`src/rtl/riscv_pkg.sv`:
```
// rtl/riscv_pkg.sv - opcode constants, hazard FSM encoding and register-use decoder
// Build option: HAZARD_FORWARDING_EN (only loads mark destination registers busy)
package riscv_pkg;

    localparam logic [6:0] OP_REG    = 7'b0110011;
    localparam logic [6:0] OP_IMM    = 7'b0010011;
    localparam logic [6:0] OP_LOAD   = 7'b0000011;
    localparam logic [6:0] OP_JALR   = 7'b1100111;
    localparam logic [6:0] OP_STORE  = 7'b0100011;
    localparam logic [6:0] OP_BRANCH = 7'b1100011;
    localparam logic [6:0] OP_LUI    = 7'b0110111;
    localparam logic [6:0] OP_AUIPC  = 7'b0010111;
    localparam logic [6:0] OP_JAL    = 7'b1101111;

    typedef enum logic [1:0] {
        ST_RUN     = 2'd0,
        ST_STALL   = 2'd1,
        ST_FLUSH   = 2'd2,
        ST_INVALID = 2'd3
    } hz_state_e;

    typedef struct packed {
        logic use_rs1;
        logic use_rs2;
        logic marks_busy;
    } reg_use_t;

    // Which source registers an opcode reads, and whether its destination
    // must be tracked as pending until writeback.
    function automatic reg_use_t decode_opcode(input logic [6:0] op);
        reg_use_t d;
        d.use_rs1 = op inside {OP_REG, OP_IMM, OP_LOAD, OP_JALR, OP_STORE, OP_BRANCH};
        d.use_rs2 = op inside {OP_REG, OP_STORE, OP_BRANCH};
`ifdef HAZARD_FORWARDING_EN
        // ALU results are forwarded; only load data arrives too late.
        d.marks_busy = (op == OP_LOAD);
`else
        d.marks_busy = op inside {OP_REG, OP_IMM, OP_LOAD, OP_JALR, OP_LUI, OP_AUIPC, OP_JAL};
`endif
        return d;
    endfunction

endpackage

```
`src/rtl/hazard_controller_if.sv`:
```
// rtl/hazard_controller_if.sv - decode/writeback/redirect bundle between pipeline and hazard controller
interface hazard_controller_if;
    logic        id_valid;
    logic [6:0]  id_opcode;
    logic [4:0]  id_rs1;
    logic [4:0]  id_rs2;
    logic [4:0]  id_rd;
    logic        wb_valid;
    logic [4:0]  wb_rd;
    logic        ex_redirect;
    logic        stall;
    logic        issue;
    logic        flush;
    logic [31:0] busy_regs;
    logic [1:0]  state;

    modport master (
        output id_valid, id_opcode, id_rs1, id_rs2, id_rd, wb_valid, wb_rd, ex_redirect,
        input  stall, issue, flush, busy_regs, state
    );

    modport slave (
        input  id_valid, id_opcode, id_rs1, id_rs2, id_rd, wb_valid, wb_rd, ex_redirect,
        output stall, issue, flush, busy_regs, state
    );
endinterface

```
`src/rtl/hazard_controller_reg_scoreboard.sv`:
```
// rtl/hazard_controller_reg_scoreboard.sv - pending-write scoreboard with writeback bypass on reads
module reg_scoreboard (
    input  logic        clk_i,
    input  logic        rst_ni,
    input  logic        set_en_i,
    input  logic [4:0]  set_idx_i,
    input  logic        clr_en_i,
    input  logic [4:0]  clr_idx_i,
    input  logic [4:0]  rd_idx_a_i,
    input  logic [4:0]  rd_idx_b_i,
    output logic        busy_a_o,
    output logic        busy_b_o,
    output logic [31:0] busy_o
);

    logic [31:0] busy_q;
    logic [31:0] busy_d;

    // Clear first so a same-cycle set of the same register wins; x0 is never pending.
    always_comb begin
        busy_d = busy_q;
        if (clr_en_i) begin
            busy_d[clr_idx_i] = 1'b0;
        end
        if (set_en_i) begin
            busy_d[set_idx_i] = 1'b1;
        end
        busy_d[0] = 1'b0;
    end

    // Scoreboard register.
    always_ff @(posedge clk_i or negedge rst_ni) begin
        if (!rst_ni) begin
            busy_q <= '0;
        end else begin
            busy_q <= busy_d;
        end
    end

    // A register being written back this cycle is already readable.
    assign busy_a_o = (rd_idx_a_i != 5'd0) & busy_q[rd_idx_a_i]
                      & ~(clr_en_i & (clr_idx_i == rd_idx_a_i));
    assign busy_b_o = (rd_idx_b_i != 5'd0) & busy_q[rd_idx_b_i]
                      & ~(clr_en_i & (clr_idx_i == rd_idx_b_i));
    assign busy_o   = busy_q;

endmodule

```
`src/rtl/hazard_controller.sv`:
```
// rtl/hazard_controller.sv - RAW stall and redirect flush control; build option HAZARD_FORWARDING_EN
module hazard_controller
    import riscv_pkg::*;
#(
    parameter int FLUSH_CYCLES = 2
) (
    input  logic          clock,
    input  logic          reset_n,
    hazard_controller_if.slave hz
);

    localparam logic [2:0] FLUSH_LOAD = 3'(FLUSH_CYCLES - 1);

    reg_use_t   dec;
    logic       busy_rs1;
    logic       busy_rs2;
    logic       hazard;
    logic       in_flush;
    logic       set_en;
    hz_state_e  state_q;
    logic [2:0] cnt_q;
    logic       flush_q;

    assign dec = decode_opcode(hz.id_opcode);

    reg_scoreboard u_scoreboard (
        .clk_i      (clock),
        .rst_ni     (reset_n),
        .set_en_i   (set_en),
        .set_idx_i  (hz.id_rd),
        .clr_en_i   (hz.wb_valid),
        .clr_idx_i  (hz.wb_rd),
        .rd_idx_a_i (hz.id_rs1),
        .rd_idx_b_i (hz.id_rs2),
        .busy_a_o   (busy_rs1),
        .busy_b_o   (busy_rs2),
        .busy_o     (hz.busy_regs)
    );

    // Same-cycle hazard detection so stall/issue respond to the operands as presented.
    assign hazard   = hz.id_valid & ((dec.use_rs1 & busy_rs1) | (dec.use_rs2 & busy_rs2));
    assign in_flush = (state_q == ST_FLUSH);
    assign hz.issue = hz.id_valid & ~hazard & ~hz.ex_redirect & ~in_flush;
    assign hz.stall = hazard | in_flush;
    assign set_en   = hz.issue & dec.marks_busy;
    assign hz.flush = flush_q;
    assign hz.state = state_q;

    // Control FSM: redirect always wins, FLUSH holds for FLUSH_CYCLES cycles after the last redirect.
    always_ff @(posedge clock or negedge reset_n) begin
        if (!reset_n) begin
            state_q <= ST_RUN;
            cnt_q   <= '0;
            flush_q <= 1'b0;
        end else begin
            case (state_q)
                ST_RUN, ST_STALL: begin
                    if (hz.ex_redirect) begin
                        state_q <= ST_FLUSH;
                        cnt_q   <= FLUSH_LOAD;
                        flush_q <= 1'b1;
                    end else if (hazard) begin
                        state_q <= ST_STALL;
                    end else begin
                        state_q <= ST_RUN;
                    end
                end
                ST_FLUSH: begin
                    if (hz.ex_redirect) begin
                        cnt_q <= FLUSH_LOAD;
                    end else if (cnt_q == 3'd0) begin
                        state_q <= ST_RUN;
                        flush_q <= 1'b0;
                    end else begin
                        cnt_q <= cnt_q - 3'd1;
                    end
                end
                default: begin
                    state_q <= ST_RUN;
                    cnt_q   <= '0;
                    flush_q <= 1'b0;
                end
            endcase
        end
    end

endmodule

```
`src/flat_wrapper.sv`:
```
// flat-port wrapper written by rule: the top's interface ports become plain ports
module hazard_controller_flat import riscv_pkg::*;
#(
    parameter int FLUSH_CYCLES = 2
)
  (clock, reset_n, hz_id_valid, hz_id_opcode, hz_id_rs1, hz_id_rs2, hz_id_rd, hz_wb_valid, hz_wb_rd, hz_ex_redirect, hz_stall, hz_issue, hz_flush, hz_busy_regs, hz_state);
  hazard_controller_if hz_i ();
  input  logic clock;
  input  logic reset_n;
  input wire logic [$bits(hz_i.id_valid)-1:0] hz_id_valid;
  input wire logic [$bits(hz_i.id_opcode)-1:0] hz_id_opcode;
  input wire logic [$bits(hz_i.id_rs1)-1:0] hz_id_rs1;
  input wire logic [$bits(hz_i.id_rs2)-1:0] hz_id_rs2;
  input wire logic [$bits(hz_i.id_rd)-1:0] hz_id_rd;
  input wire logic [$bits(hz_i.wb_valid)-1:0] hz_wb_valid;
  input wire logic [$bits(hz_i.wb_rd)-1:0] hz_wb_rd;
  input wire logic [$bits(hz_i.ex_redirect)-1:0] hz_ex_redirect;
  output wire logic [$bits(hz_i.stall)-1:0] hz_stall;
  output wire logic [$bits(hz_i.issue)-1:0] hz_issue;
  output wire logic [$bits(hz_i.flush)-1:0] hz_flush;
  output wire logic [$bits(hz_i.busy_regs)-1:0] hz_busy_regs;
  output wire logic [$bits(hz_i.state)-1:0] hz_state;
  assign hz_i.id_valid = hz_id_valid;
  assign hz_i.id_opcode = hz_id_opcode;
  assign hz_i.id_rs1 = hz_id_rs1;
  assign hz_i.id_rs2 = hz_id_rs2;
  assign hz_i.id_rd = hz_id_rd;
  assign hz_i.wb_valid = hz_wb_valid;
  assign hz_i.wb_rd = hz_wb_rd;
  assign hz_i.ex_redirect = hz_ex_redirect;
  assign hz_stall = hz_i.stall;
  assign hz_issue = hz_i.issue;
  assign hz_flush = hz_i.flush;
  assign hz_busy_regs = hz_i.busy_regs;
  assign hz_state = hz_i.state;
  hazard_controller #(.FLUSH_CYCLES(FLUSH_CYCLES)) u_core (.clock(clock), .reset_n(reset_n), .hz(hz_i));
endmodule
```
`config.mk`:
```
export PLATFORM = sky130hd
export DESIGN_NAME = hazard_controller_flat
export DESIGN_NICKNAME = d
export VERILOG_FILES = /design/src/rtl/riscv_pkg.sv /design/src/rtl/hazard_controller_if.sv /design/src/rtl/hazard_controller_reg_scoreboard.sv /design/src/rtl/hazard_controller.sv /design/src/flat_wrapper.sv
export SDC_FILE = /design/constraint.sdc
export NUM_CORES = 1
export LEC_CHECK = 0
export ABC_CLOCK_PERIOD_IN_PS = 2800
export CORE_MARGIN = 2
export CORE_UTILIZATION = 43
export CTS_CLUSTER_DIAMETER = 80
export DETAILED_ROUTE_END_ITERATION = 8
export HOLD_SLACK_MARGIN = 0.06
export PLACE_DENSITY = 0.72
export SETUP_SLACK_MARGIN = 0.15
export SLEW_MARGIN = 20
export SYNTH_ARGS = -nofsm -noshare
export SYNTH_HDL_FRONTEND = slang
export SYNTH_SLANG_ARGS = --single-unit
```
`constraint.sdc`:
```
create_clock -name clock -period 2.8 [get_ports clock]
set_input_delay 0.42 -clock clock [delete_from_list [all_inputs] [get_ports clock]]
set_output_delay 0.42 -clock clock [all_outputs]
set_load 0.005 [all_outputs]
```
==> out/qor.csv, run 1 <==
stage;metric;value;unit
timing;Worst Tran Pin Value;552.5;ps
clock_network;clk slew on worst S/H paths;80;ps
job;Max-Cap Viols;0;
detailed_routing;DRT iter0 DRCs;259;
power_and_ir_drop;total power;1.499;mW
clock_network;hold-fix buffers at CTS;0;
placed_design;DP HPWL;6140;µm
power_and_ir_drop;Leak;1.626;nW
power_and_ir_drop;Comb power frac;27.1;%
logic_synthesis;Syn Inst Count;259;
worst_setup_path;Startpoint Class;flip-flop;
logic_synthesis;average size of a mapped cell;9.952;µm²
worst_setup_path;FF-to-FF End;u_core.u_scoreboard.busy_o[16]$_DFF_PN0_;
clock_network;cts bufs inserted;5;
floorplan;chip height;81.42;µm
timing;Hold Slack;538.9;ps
worst_hold_path;Hold WC Path Type;reg2reg;
worst_setup_path;r2r setup slk;160;ps
worst_setup_path;worst-path fanout max;2;
logic_synthesis;EDFF count, synth;0;
detailed_routing;drt first pass iters;5;
grt;first-pass GRT wire length;13320;µm
worst_setup_path;WS Path Type;reg2out;
detailed_routing;routed wire length;8937;µm
timing;unrepaired setup endpoints after global routing;yes;
power_and_ir_drop;Clock Power Share;32.9;%
floorplan;row cnt;28;
clock_network;CTS Buffer Depth;2;
detailed_routing;Post-route DRC;0;
detailed_routing;DR WL/cell;20.45;µm
worst_setup_path;worst path arrival time;2380;ps
worst_setup_path;crit path capture type;output pin;
grt;pin count of the biggest net entering global routing;38;
power_and_ir_drop;worst IR drop on VDD;0.3660;mV
cells_and_area;final net count;394;
power_and_ir_drop;sequential fraction of design power;40.0;%
worst_hold_path;WHS Endpoint;u_core.cnt_q[1]$_DFFE_PN0P_;
timing;endpoints failing setup;0;
timing;Period minus WS final;2798;ps
cells_and_area;Reg area;925.9;µm²
logic_synthesis;Yosys warning total;0;
cells_and_area;share of post-route cells with drive strength above 1;27.15;%
cells_and_area;synth-to-layout area growth;48.11;%
status;status;completed;
worst_setup_path;Worst R2R Start;u_core.u_scoreboard.busy_o[23]$_DFF_PN0_;
cells_and_area;Finished Layout Cells;437;
timing;Fmax;0.3574;GHz
clock_network;CTS root buf;clkbuf_8;
floorplan;io pins;69;
timing;Final Skew;6.214;ps
logic_synthesis;post-synth net total;293;
power_and_ir_drop;Sw Ratio;29.67;%
logic_synthesis;Cell Area, Synth;2577;µm²
worst_hold_path;hold path cells;2;
placed_design;Port Buffers;67;
floorplan;die area;6629;µm²
grt;total grt overflow;0;
logic_synthesis;count of cell types in the netlist;46;
logic_synthesis;flops & latches, synth;37;
worst_hold_path;Hold Startpoint;u_core.cnt_q[1]$_DFFE_PN0P_;
timing;Rel. slew slack;63.17;%
cells_and_area;footprint of the multi-input gates;1623;µm²
cells_and_area;filler cell count;459;
floorplan;Die W;81.42;µm
power_and_ir_drop;Power Density;392.6;nW/µm²
clock_network;# clock sinks;37;
worst_setup_path;WP data required;2380;ps
placed_design;placed insts;416;
detailed_routing;routed vias;2736;
timing;Fin. Hold Viols;0;
clock_network;H-tree level count;2;
placed_design;routability cong.;0.9928;
logic_synthesis;Synth async-reset ratio;100.0;%
timing;period utilization;99.92;%
detailed_routing;Via density;6.261;
clock_network;worst skew pair latency;300;ps
logic_synthesis;Primary FF master, synth;dfrtp_1;
grt;antenna violations before repair;1;
power_and_ir_drop;Internal;1.054;mW
logic_synthesis;post-synthesis sequential area ratio;35.92;%
worst_setup_path;Critical path origin;u_core.u_scoreboard.busy_o[23]$_DFF_PN0_;
detailed_routing;Routed Antenna Nets;0;
grt;GRT Util Overall;26.98;%
grt;number of global-route vias before repair;2600;
power_and_ir_drop;Switch Pwr;444.7;µW
timing;Max Slew Vio Count;0;
worst_setup_path;R2R depth;10;
floorplan;initial core utilization;44.05;%
floorplan;Core Region;5851;µm²
clock_network;CTS tree;done;
## metal layers
| layer | global-route usage, % | wire length (µm) | vias to the layer above |
|---|---|---|---|
| li1 | - | - | 1228 |
| met1 | 36.36 | 3637 | 1307 |
| met2 | 41.97 | 4151 | 181 |
| met3 | 7.033 | 929 | 20 |
| met4 | 9.661 | 218 | 0 |
| met5 | 0 | 0 | - |
## cell usage after synthesis (6+ instances only)
library cell | count | area [µm²]
a21oi_1 | 8 | 40.04
clkbuf_1 | 8 | 30.03
dfrtp_1 | 37 | 925.9
inv_1 | 6 | 22.52
mux2i_1 | 10 | 100.1
mux4_2 | 10 | 225.2
nand2_1 | 10 | 37.54
nand2b_1 | 7 | 43.79
nand3b_1 | 12 | 90.09
nor2_1 | 11 | 41.29
nor4_1 | 6 | 37.54
o21ai_0 | 33 | 165.2
o41ai_1 | 30 | 262.8
xor2_1 | 8 | 70.07
## how the worst max path moves through the flow
stage / endpoint / slack [ps] / cells after the start
floorplan: hz_issue / 220 / 9
global placement: hz_stall / -600 / 9
detailed placement: hz_stall / -660 / 9
CTS: hz_stall / 10 / 9
global route: hz_stall / -70 / 9
finish: hz_issue / 2 / 10
## area by class of cell
type	count	share of cell area (%)
multi-input cells	195	42.51
clock inverters	2	0.9833
flip-flops and latches	37	24.25
repair buffers	115	26.97
well taps	75	2.458
clock buffers	6	2.163
diodes	1	0.06555
inverters	6	0.5900
## flip-flops by register name (all words and copies together), names as in the netlist
signal / count
u_core.cnt_q: 3
u_core.hz.flush: 1
u_core.hz.state: 2
u_core.u_scoreboard.busy_o: 31
## placed cells by master, fill, tap and decap left out, types with 10 or more instances in the layout
cell type / count
mux4_2: 10
clkdlybuf4s50_1: 57
mux2i_1: 10
dfrtp_1: 37
nand3b_1: 12
o41ai_2: 10
o21ai_0: 32
o41ai_1: 21
nand2_1: 10
buf_4: 42
nor2_1: 11
## stage by stage
stage | worst slack, ps | util [%] | area [µm²] | setup TNS, ps
floorplan | 220.4 | - | 2577 | 0
global placement | -601.3 | 59.94 | 3507 | -10010
detailed placement | -658.7 | 59.94 | 3507 | -12910
CTS | 11.85 | 63.30 | 3704 | 0
global route | -65.33 | 65.25 | 3817 | -115.6
finish | 2.339 | 65.25 | 3817 | 0
## power groups by stage
stage               Clock (mW)  Sequential, mW  Combinational [mW]
global route             0.527           0.604               0.450
CTS                      0.499           0.599               0.397
detailed placement           0           0.610               0.397
global placement             0           0.607               0.387
floorplan                    0           0.605               0.210
finish                   0.493           0.599               0.407
## critical path, cell delays in order (launching register included)
cell and delay (ps):
dfrtp_1 420, mux4_2 490, or3b_1 360, o311ai_1 70, a21oi_1 80, o21ai_2 160
buf_4 140, buf_6 90, o41ai_4 70, nor2_1 100, buf_2 110
## what timing repair did
item	in CTS	in global routing
cloned	1	0
buffers inserted	9	2
setup endpoints to repair	33	25
gates resized for setup	26	17
pin swaps	7	3
## logic make-up after synthesis
group,synth area share [%]
compound gates,24.13
fa+ha+maj,0.9707
mux,13.93
other cells,0.1455
flops,35.92
xor+xnor,3.398
simple gates,16.12
buf+inv,5.388
No activity file was read; power rests on OpenSTA's default activity.
==> run 2: changes to the inputs <==
Settings changed: ABC_CLOCK_PERIOD_IN_PS 2800 to 2600, CORE_UTILIZATION 43 to 49, PLACE_DENSITY 0.72 to 0.81.
Clock period 2.8 ns to 2.6 ns, I/O delays scaled along.
==> run 2 against run 1 <==
Against the previous run: the run now ends with negative setup slack left; combinational power is 28% higher; clock power increased by 7.9%; clock skew grew 2.3 ps; sequential share of layout area decreased by 3.4 points; first-iteration DRC count increased by 71%; power is 14% higher; non-clock buffer count increased by 21; design area rose by 16%; clock-buffer cell count increased by 1; critical path depth is the same; critical endpoint is now hz_stall; largest power group unchanged.
==> out/qor.csv, run 2 (synthesized netlist as in run 1, its figures left out) <==
stage;metric;value;unit
status;status;finished with violations;
status;failing checks;negative setup slack;
worst_setup_path;worst-path fanout max;4;
floorplan;row cnt;26;
placed_design;DP HPWL;6772;µm
detailed_routing;DR WL/cell;28.16;µm
placed_design;pre-CTS setup slack;-888.6;ps
timing;worst setup margin;-226.6;ps
detailed_routing;Via density;7.354;
floorplan;chip height;76.53;µm
grt;antenna violations before repair;0;
placed_design;placed cell area;3679;µm²
floorplan;io pins;69;
power_and_ir_drop;Clock Power Share;31.3;%
power_and_ir_drop;Internal;1.149;mW
detailed_routing;routed vias;3324;
clock_network;CTS Buffer Depth;2;
clock_network;clk slew on worst S/H paths;80;ps
power_and_ir_drop;Comb power frac;30.6;%
timing;Period minus WS final;2827;ps
timing;Final Skew;8.522;ps
floorplan;Die W;76.53;µm
worst_setup_path;FF-to-FF End;u_core.u_scoreboard.busy_o[13]$_DFF_PN0_;
power_and_ir_drop;worst IR drop on VDD;0.2924;mV
cells_and_area;max reg flops;31;
placed_design;Port Buffers;67;
cells_and_area;Finished Layout Cells;452;
floorplan;die area;5856;µm²
cells_and_area;final net count;415;
worst_setup_path;worst path arrival time;2440;ps
grt;first-pass GRT wire length;17510;µm
clock_network;CTS tree;done;
timing;period utilization;108.7;%
clock_network;H-tree level count;2;
cells_and_area;most frequent cells in the layout;buf_4, clkdlybuf4s50_1, dfrtp_1, o21ai_0, o41ai_4;
clock_network;hold-fix buffers at CTS;0;
clock_network;CTS root buf;clkbuf_8;
worst_setup_path;Worst R2R Start;u_core.u_scoreboard.busy_o[17]$_DFF_PN0_;
placed_design;placed insts;433;
clock_network;# clock sinks;37;
grt;total grt overflow;0;
worst_setup_path;Startpoint Class;input pin;
power_and_ir_drop;total power;1.702;mW
worst_hold_path;Hold WC Path Type;in2async;
cells_and_area;leading cell type in the layout, fill and taps excluded;buf_4;
placed_design;routability cong.;0.9943;
detailed_routing;DRT iter0 DRCs;443;
power_and_ir_drop;Leak;2.516;nW
cells_and_area;synth-to-layout area growth;72.43;%
grt;GRT Util Overall;38.90;%
detailed_routing;Routed Antenna Nets;0;
detailed_routing;routed wire length;12730;µm
cells_and_area;fin util;87.02;%
worst_setup_path;r2r setup slk;-190;ps
clock_network;worst skew pair latency;300;ps
grt;pin count of the biggest net entering global routing;38;
worst_setup_path;WP data required;2210;ps
job;Max-Cap Viols;0;
clock_network;cts bufs inserted;5;
power_and_ir_drop;Sw Ratio;32.49;%
floorplan;Core Region;5107;µm²
cells_and_area;share of post-route cells with drive strength above 1;36.65;%
timing;unrepaired setup endpoints after global routing;yes;
worst_setup_path;R2R depth;12;
power_and_ir_drop;Power Density;383.0;nW/µm²
timing;Worst Tran Pin Value;914.9;ps
floorplan;initial core utilization;50.47;%
timing;Rel. slew slack;39.00;%
power_and_ir_drop;Switch Pwr;553.1;µW
detailed_routing;drt first pass iters;5;
worst_setup_path;crit path capture type;output pin;
timing;endpoints failing setup;33;
timing;Fin. Hold Viols;0;
worst_setup_path;WS Path Type;in2out;
cells_and_area;Final Cell Area;4444;µm²
timing;Max Slew Vio Count;0;
grt;number of global-route vias before repair;3195;
power_and_ir_drop;sequential fraction of design power;38.2;%
timing;Fmax;0.3538;GHz
detailed_routing;Post-route DRC;0;
cells_and_area;n_diodes;0;
[run 2: critical path, cell delays in order]
cell	delay [ps]
dlygate4sd2_1	300
buf_4	170
mux2i_1	140
a2bb2oi_2	170
o311ai_2	140
o22ai_1	260
nor3_2	120
o41a_1	460
o21ai_1	150
buf_2	130
[run 2: how the worst max path moves through the flow]
stage | from | to | slack, ps | cells past startpoint
after global placement | hz_id_rs1[1] | hz_stall | -730 | 9
after CTS | u_core.u_scoreboard.busy_o[23]$_DFF_PN0_ | hz_issue | -90 | 9
final | hz_id_rs1[2] | hz_stall | -230 | 10
after global routing | u_core.u_scoreboard.busy_o[17]$_DFF_PN0_ | hz_issue | -390 | 9
after detailed placement | hz_id_rs1[1] | hz_stall | -890 | 11
after floorplan | hz_id_rs2[1] | hz_issue | 170 | 9
[run 2: stage by stage]
| step | setup TNS (ps) | hold slack (ps) |
|---|---|---|
| 6_report | -3246 | 515.9 |
| 5_1_grt | -6870 | 559.4 |
| 3_3_place_gp | -16110 | 520.5 |
| 4_1_cts | -148.2 | 537.1 |
| 2_1_floorplan | 0 | 94.41 |
| 3_5_place_dp | -19720 | 544.4 |
[run 2: area by class of cell]
type                    instances  area [µm²]
fillers                       229       663.1
repair buffers                136        1272
clock buffers                   7       86.33
clock inverters                 1       30.03
flip-flops and latches         37       925.9
inverters                       6       22.52
multi-input cells             195        2019
well taps                      70       87.58
[run 2: power by group through the flow]
| stage | sequential, mW | clock (mW) | combinational (mW) |
|---|---|---|---|
| after floorplan | 0.651 | 0 | 0.226 |
| after global placement | 0.653 | 0 | 0.421 |
| after detailed placement | 0.656 | 0 | 0.448 |
| after CTS | 0.645 | 0.524 | 0.464 |
| after global routing | 0.656 | 0.554 | 0.549 |
| final | 0.649 | 0.532 | 0.521 |
[run 2: layer usage]
layer / GRT usage, % / wire, µm
met5: 0 / 0
met4: 23.09 / 1040
met3: 11.26 / 1597
met2: 62.21 / 5692
met1: 46.60 / 4397
[run 2: repair_timing]
item                                   in CTS  in global routing
endpoints found under the hold margin       0                  0
setup endpoints to repair                  33                 33
gates cloned                                2                  1
pin swaps                                  20                 26
buffers inserted                            4                  4
gates resized for setup                    66                 26
==> run 3: changes to the inputs <==
--- a/config.mk
+++ b/config.mk
@@ -7,5 +7,4 @@
 export LEC_CHECK = 0
 export ABC_CLOCK_PERIOD_IN_PS = 2600
-export CORE_MARGIN = 2
 export CORE_UTILIZATION = 49
 export CTS_CLUSTER_DIAMETER = 80
==> constraint.sdc (replaced) <==
create_clock -name clock -period 2.6 [get_ports clock]
set_input_delay 0.26 -clock clock [delete_from_list [all_inputs] [get_ports clock]]
set_output_delay 0.26 -clock clock [all_outputs]
set_load 0.005 [all_outputs]
==> run 3 against run 2 <==
Against the previous run: the run now ends clean; largest power group unchanged; critical path depth down 2; sequential share of layout area rose by 1.0 points; register-to-register slack gained 250 ps; first-iteration DRC count decreased by 18%; sequential cell count is the same; combinational power shrank 5.4%; via count down 8.3%; non-clock buffer count down 22; hold slack got worse by 120 ps.
==> out/qor.csv, run 3 (synthesized netlist as in run 1, its figures left out) <==
stage;metric;value;unit
power_and_ir_drop;Internal;1.019;mW
timing;worst setup margin;26.41;ps
grt;first-pass GRT wire length;13240;µm
worst_setup_path;WP data required;2340;ps
detailed_routing;drt first pass iters;5;
cells_and_area;share of post-route cells with drive strength above 1;33.33;%
cells_and_area;footprint of the multi-input gates;1974;µm²
worst_setup_path;Worst R2R Start;u_core.u_scoreboard.busy_o[21]$_DFF_PN0_;
worst_setup_path;critical path capture point;hz_stall;
placed_design;DP HPWL;6078;µm
detailed_routing;Via density;7.086;
timing;Max Slew Vio Count;0;
floorplan;initial core utilization;50.79;%
floorplan;chip height;74.53;µm
detailed_routing;Metal-1 WL;4061;µm
job;Max-Cap Viols;0;
placed_design;placed insts;407;
worst_setup_path;worst path buffer plus inverter count;1;
timing;endpoints failing setup;0;
power_and_ir_drop;Switch Pwr;532.1;µW
cells_and_area;max reg flops;31;
clock_network;CTS Buffer Depth;2;
detailed_routing;routed vias;3047;
clock_network;H-tree level count;2;
clock_network;CTS root buf;clkbuf_8;
detailed_routing;DR WL/cell;26.13;µm
cells_and_area;Reg area;925.9;µm²
clock_network;hold-fix buffers at CTS;0;
timing;unrepaired setup endpoints after global routing;yes;
power_and_ir_drop;worst IR drop on VDD;0.3658;mV
detailed_routing;Routed Antenna Nets;0;
placed_design;routability cong.;0.8875;
power_and_ir_drop;sequential fraction of design power;41.8;%
worst_setup_path;crit path capture type;output pin;
timing;Rel. slew slack;45.44;%
cells_and_area;synth-to-layout area growth;64.42;%
worst_setup_path;Critical path origin;u_core.u_scoreboard.busy_o[21]$_DFF_PN0_;
floorplan;Core Region;5075;µm²
power_and_ir_drop;Leak;2.230;nW
clock_network;# clock sinks;37;
power_and_ir_drop;Sw Ratio;34.31;%
clock_network;worst skew pair latency;300;ps
power_and_ir_drop;Clock Power Share;26.4;%
worst_setup_path;crit path cell chain;mux4_2 > or3b_1 > o311ai_2 > a21oi_2 > o21ai_2 > o41a_1 > o21ai_1 > buf_2;
placed_design;Port Buffers;67;
floorplan;die area;5554;µm²
worst_setup_path;R2R depth;9;
grt;pin count of the biggest net entering global routing;38;
worst_setup_path;worst path arrival time;2310;ps
cells_and_area;final net count;393;
worst_setup_path;worst-path fanout max;3;
status;status;completed;
clock_network;clk slew on worst S/H paths;80;ps
worst_setup_path;instance count on the critical path;8;
detailed_routing;routed wl met2;5264;µm
cells_and_area;filler cell count;268;
cells_and_area;n_diodes;0;
cells_and_area;leading cell type in the layout, fill and taps excluded;clkdlybuf4s50_1;
detailed_routing;Met3 Routed Length;1251;µm
grt;total grt overflow;0;
clock_network;cts bufs inserted;5;
detailed_routing;Post-route DRC;0;
detailed_routing;DRT iter0 DRCs;363;
worst_setup_path;Top delay family on crit path;compound AO/OA/AOI/OAI gates;
grt;number of global-route vias before repair;2587;
cells_and_area;most frequent cells in the layout;clkdlybuf4s50_1, dfrtp_1, o21ai_0, buf_4;
timing;Fin. Hold Viols;0;
worst_setup_path;WS Path Type;reg2out;
grt;GRT Util Overall;32.64;%
worst_setup_path;Startpoint Class;flip-flop;
floorplan;Die W;74.53;µm
worst_hold_path;Hold WC Path Type;in2async;
timing;period utilization;98.98;%
power_and_ir_drop;Power Density;365.9;nW/µm²
placed_design;pre-CTS setup slack;-462.4;ps
worst_setup_path;CP max-delay cell;mux4_2;
timing;Final Skew;5.505;ps
cells_and_area;Finished Layout Cells;430;
timing;Period minus WS final;2574;ps
clock_network;CTS tree;done;
timing;Fmax;0.3886;GHz
power_and_ir_drop;Comb power frac;31.8;%
grt;antenna violations before repair;0;
detailed_routing;DR top layer;met4;
detailed_routing;routed wire length;11230;µm
worst_setup_path;CP max stage delay;470;ps
worst_setup_path;r2r setup slk;60;ps
worst_setup_path;FF-to-FF End;u_core.u_scoreboard.busy_o[8]$_DFF_PN0_;
timing;Worst Tran Pin Value;818.3;ps
floorplan;row cnt;26;
floorplan;io pins;69;
## run 3: cell types whose count changed in the layout (fill, tap and decap cells not counted), moves of 2 or more
cell             previous run  this run
mux2i_2                     0         2
o41ai_4                    21        16
dlygate4sd2_1               5         2
mux2i_1                    10         8
buf_6                       2         9
clkdlybuf4s50_1            57        60
dlymetal6s2s_1              1         3
o41ai_2                    11        16
clkinv_2                    0         2
buf_16                      2         0
buf_4                      61        31
## run 3: final cells by class
class | count | share of cell area (%)
multi-input combinational | 195 | 46.59
clock inverter | 2 | 0.2362
clock buffer | 6 | 1.712
inverter | 6 | 0.5314
timing repair buffer | 114 | 27.02
sequential | 37 | 21.85
tap | 70 | 2.067
## run 3: metal layers
| metal | vias to the layer above | GRT usage [%] |
|---|---|---|
| li1 | 1221 | - |
| met2 | 272 | 54.25 |
| met3 | 74 | 6.233 |
| met5 | - | 0 |
| met4 | 0 | 11.53 |
| met1 | 1480 | 42.62 |
## run 3: repair_timing
action | CTS | global route
pin swaps | 8 | 37
setup buffers | 3 | 9
endpoints found under the setup margin | 33 | 33
gates resized for setup | 42 | 43
cloned | 0 | 3
## run 3: power groups by stage
stage          combinational (mW)  clock (mW)  sequential, mW
2_1_floorplan               0.226           0           0.651
4_1_cts                     0.432       0.394           0.645
5_1_grt                     0.531       0.428           0.654
6_report                    0.493       0.409           0.648
3_5_place_dp                0.422           0           0.657
3_3_place_gp                0.408           0           0.654
## run 3: worst min path at each step
stage / start / to / slack [ps] / depth (start not counted)
6_report: reset_n / u_core.u_scoreboard.busy_o[6]$_DFF_PN0_ / 390 / 2
5_1_grt: reset_n / u_core.u_scoreboard.busy_o[2]$_DFF_PN0_ / 450 / 2
4_1_cts: reset_n / u_core.u_scoreboard.busy_o[14]$_DFF_PN0_ / 410 / 2
3_5_place_dp: u_core.cnt_q[1]$_DFFE_PN0P_ / u_core.cnt_q[1]$_DFFE_PN0P_ / 530 / 2
3_3_place_gp: u_core.cnt_q[1]$_DFFE_PN0P_ / u_core.cnt_q[1]$_DFFE_PN0P_ / 520 / 2
2_1_floorplan: reset_n / u_core.cnt_q[0]$_DFFE_PN0P_ / -40 / 0
## run 3: stage by stage
stage	total power, mW	util (%)	hold slack (ps)	setup TNS (ps)	area, µm²
3_3_place_gp	1.062	68.39	521.4	-9022	3471
3_5_place_dp	1.079	68.39	530.1	-10230	3471
4_1_cts	1.471	74.01	408.3	0	3756
5_1_grt	1.612	83.51	446.9	-65.84	4238
6_report	1.551	83.51	392.3	0	4238
2_1_floorplan	0.8768	-	-35.59	0	2577
## run 3: worst register-to-register path, cell delays in order, from the launching register on
cell and delay (ps):
dfrtp_1 440, mux4_2 470, or3b_1 380, o311ai_2 90, a21oi_2 60, o21ai_2 190
o41ai_4 120, buf_6 170, clkbuf_16 180, o41ai_4 350
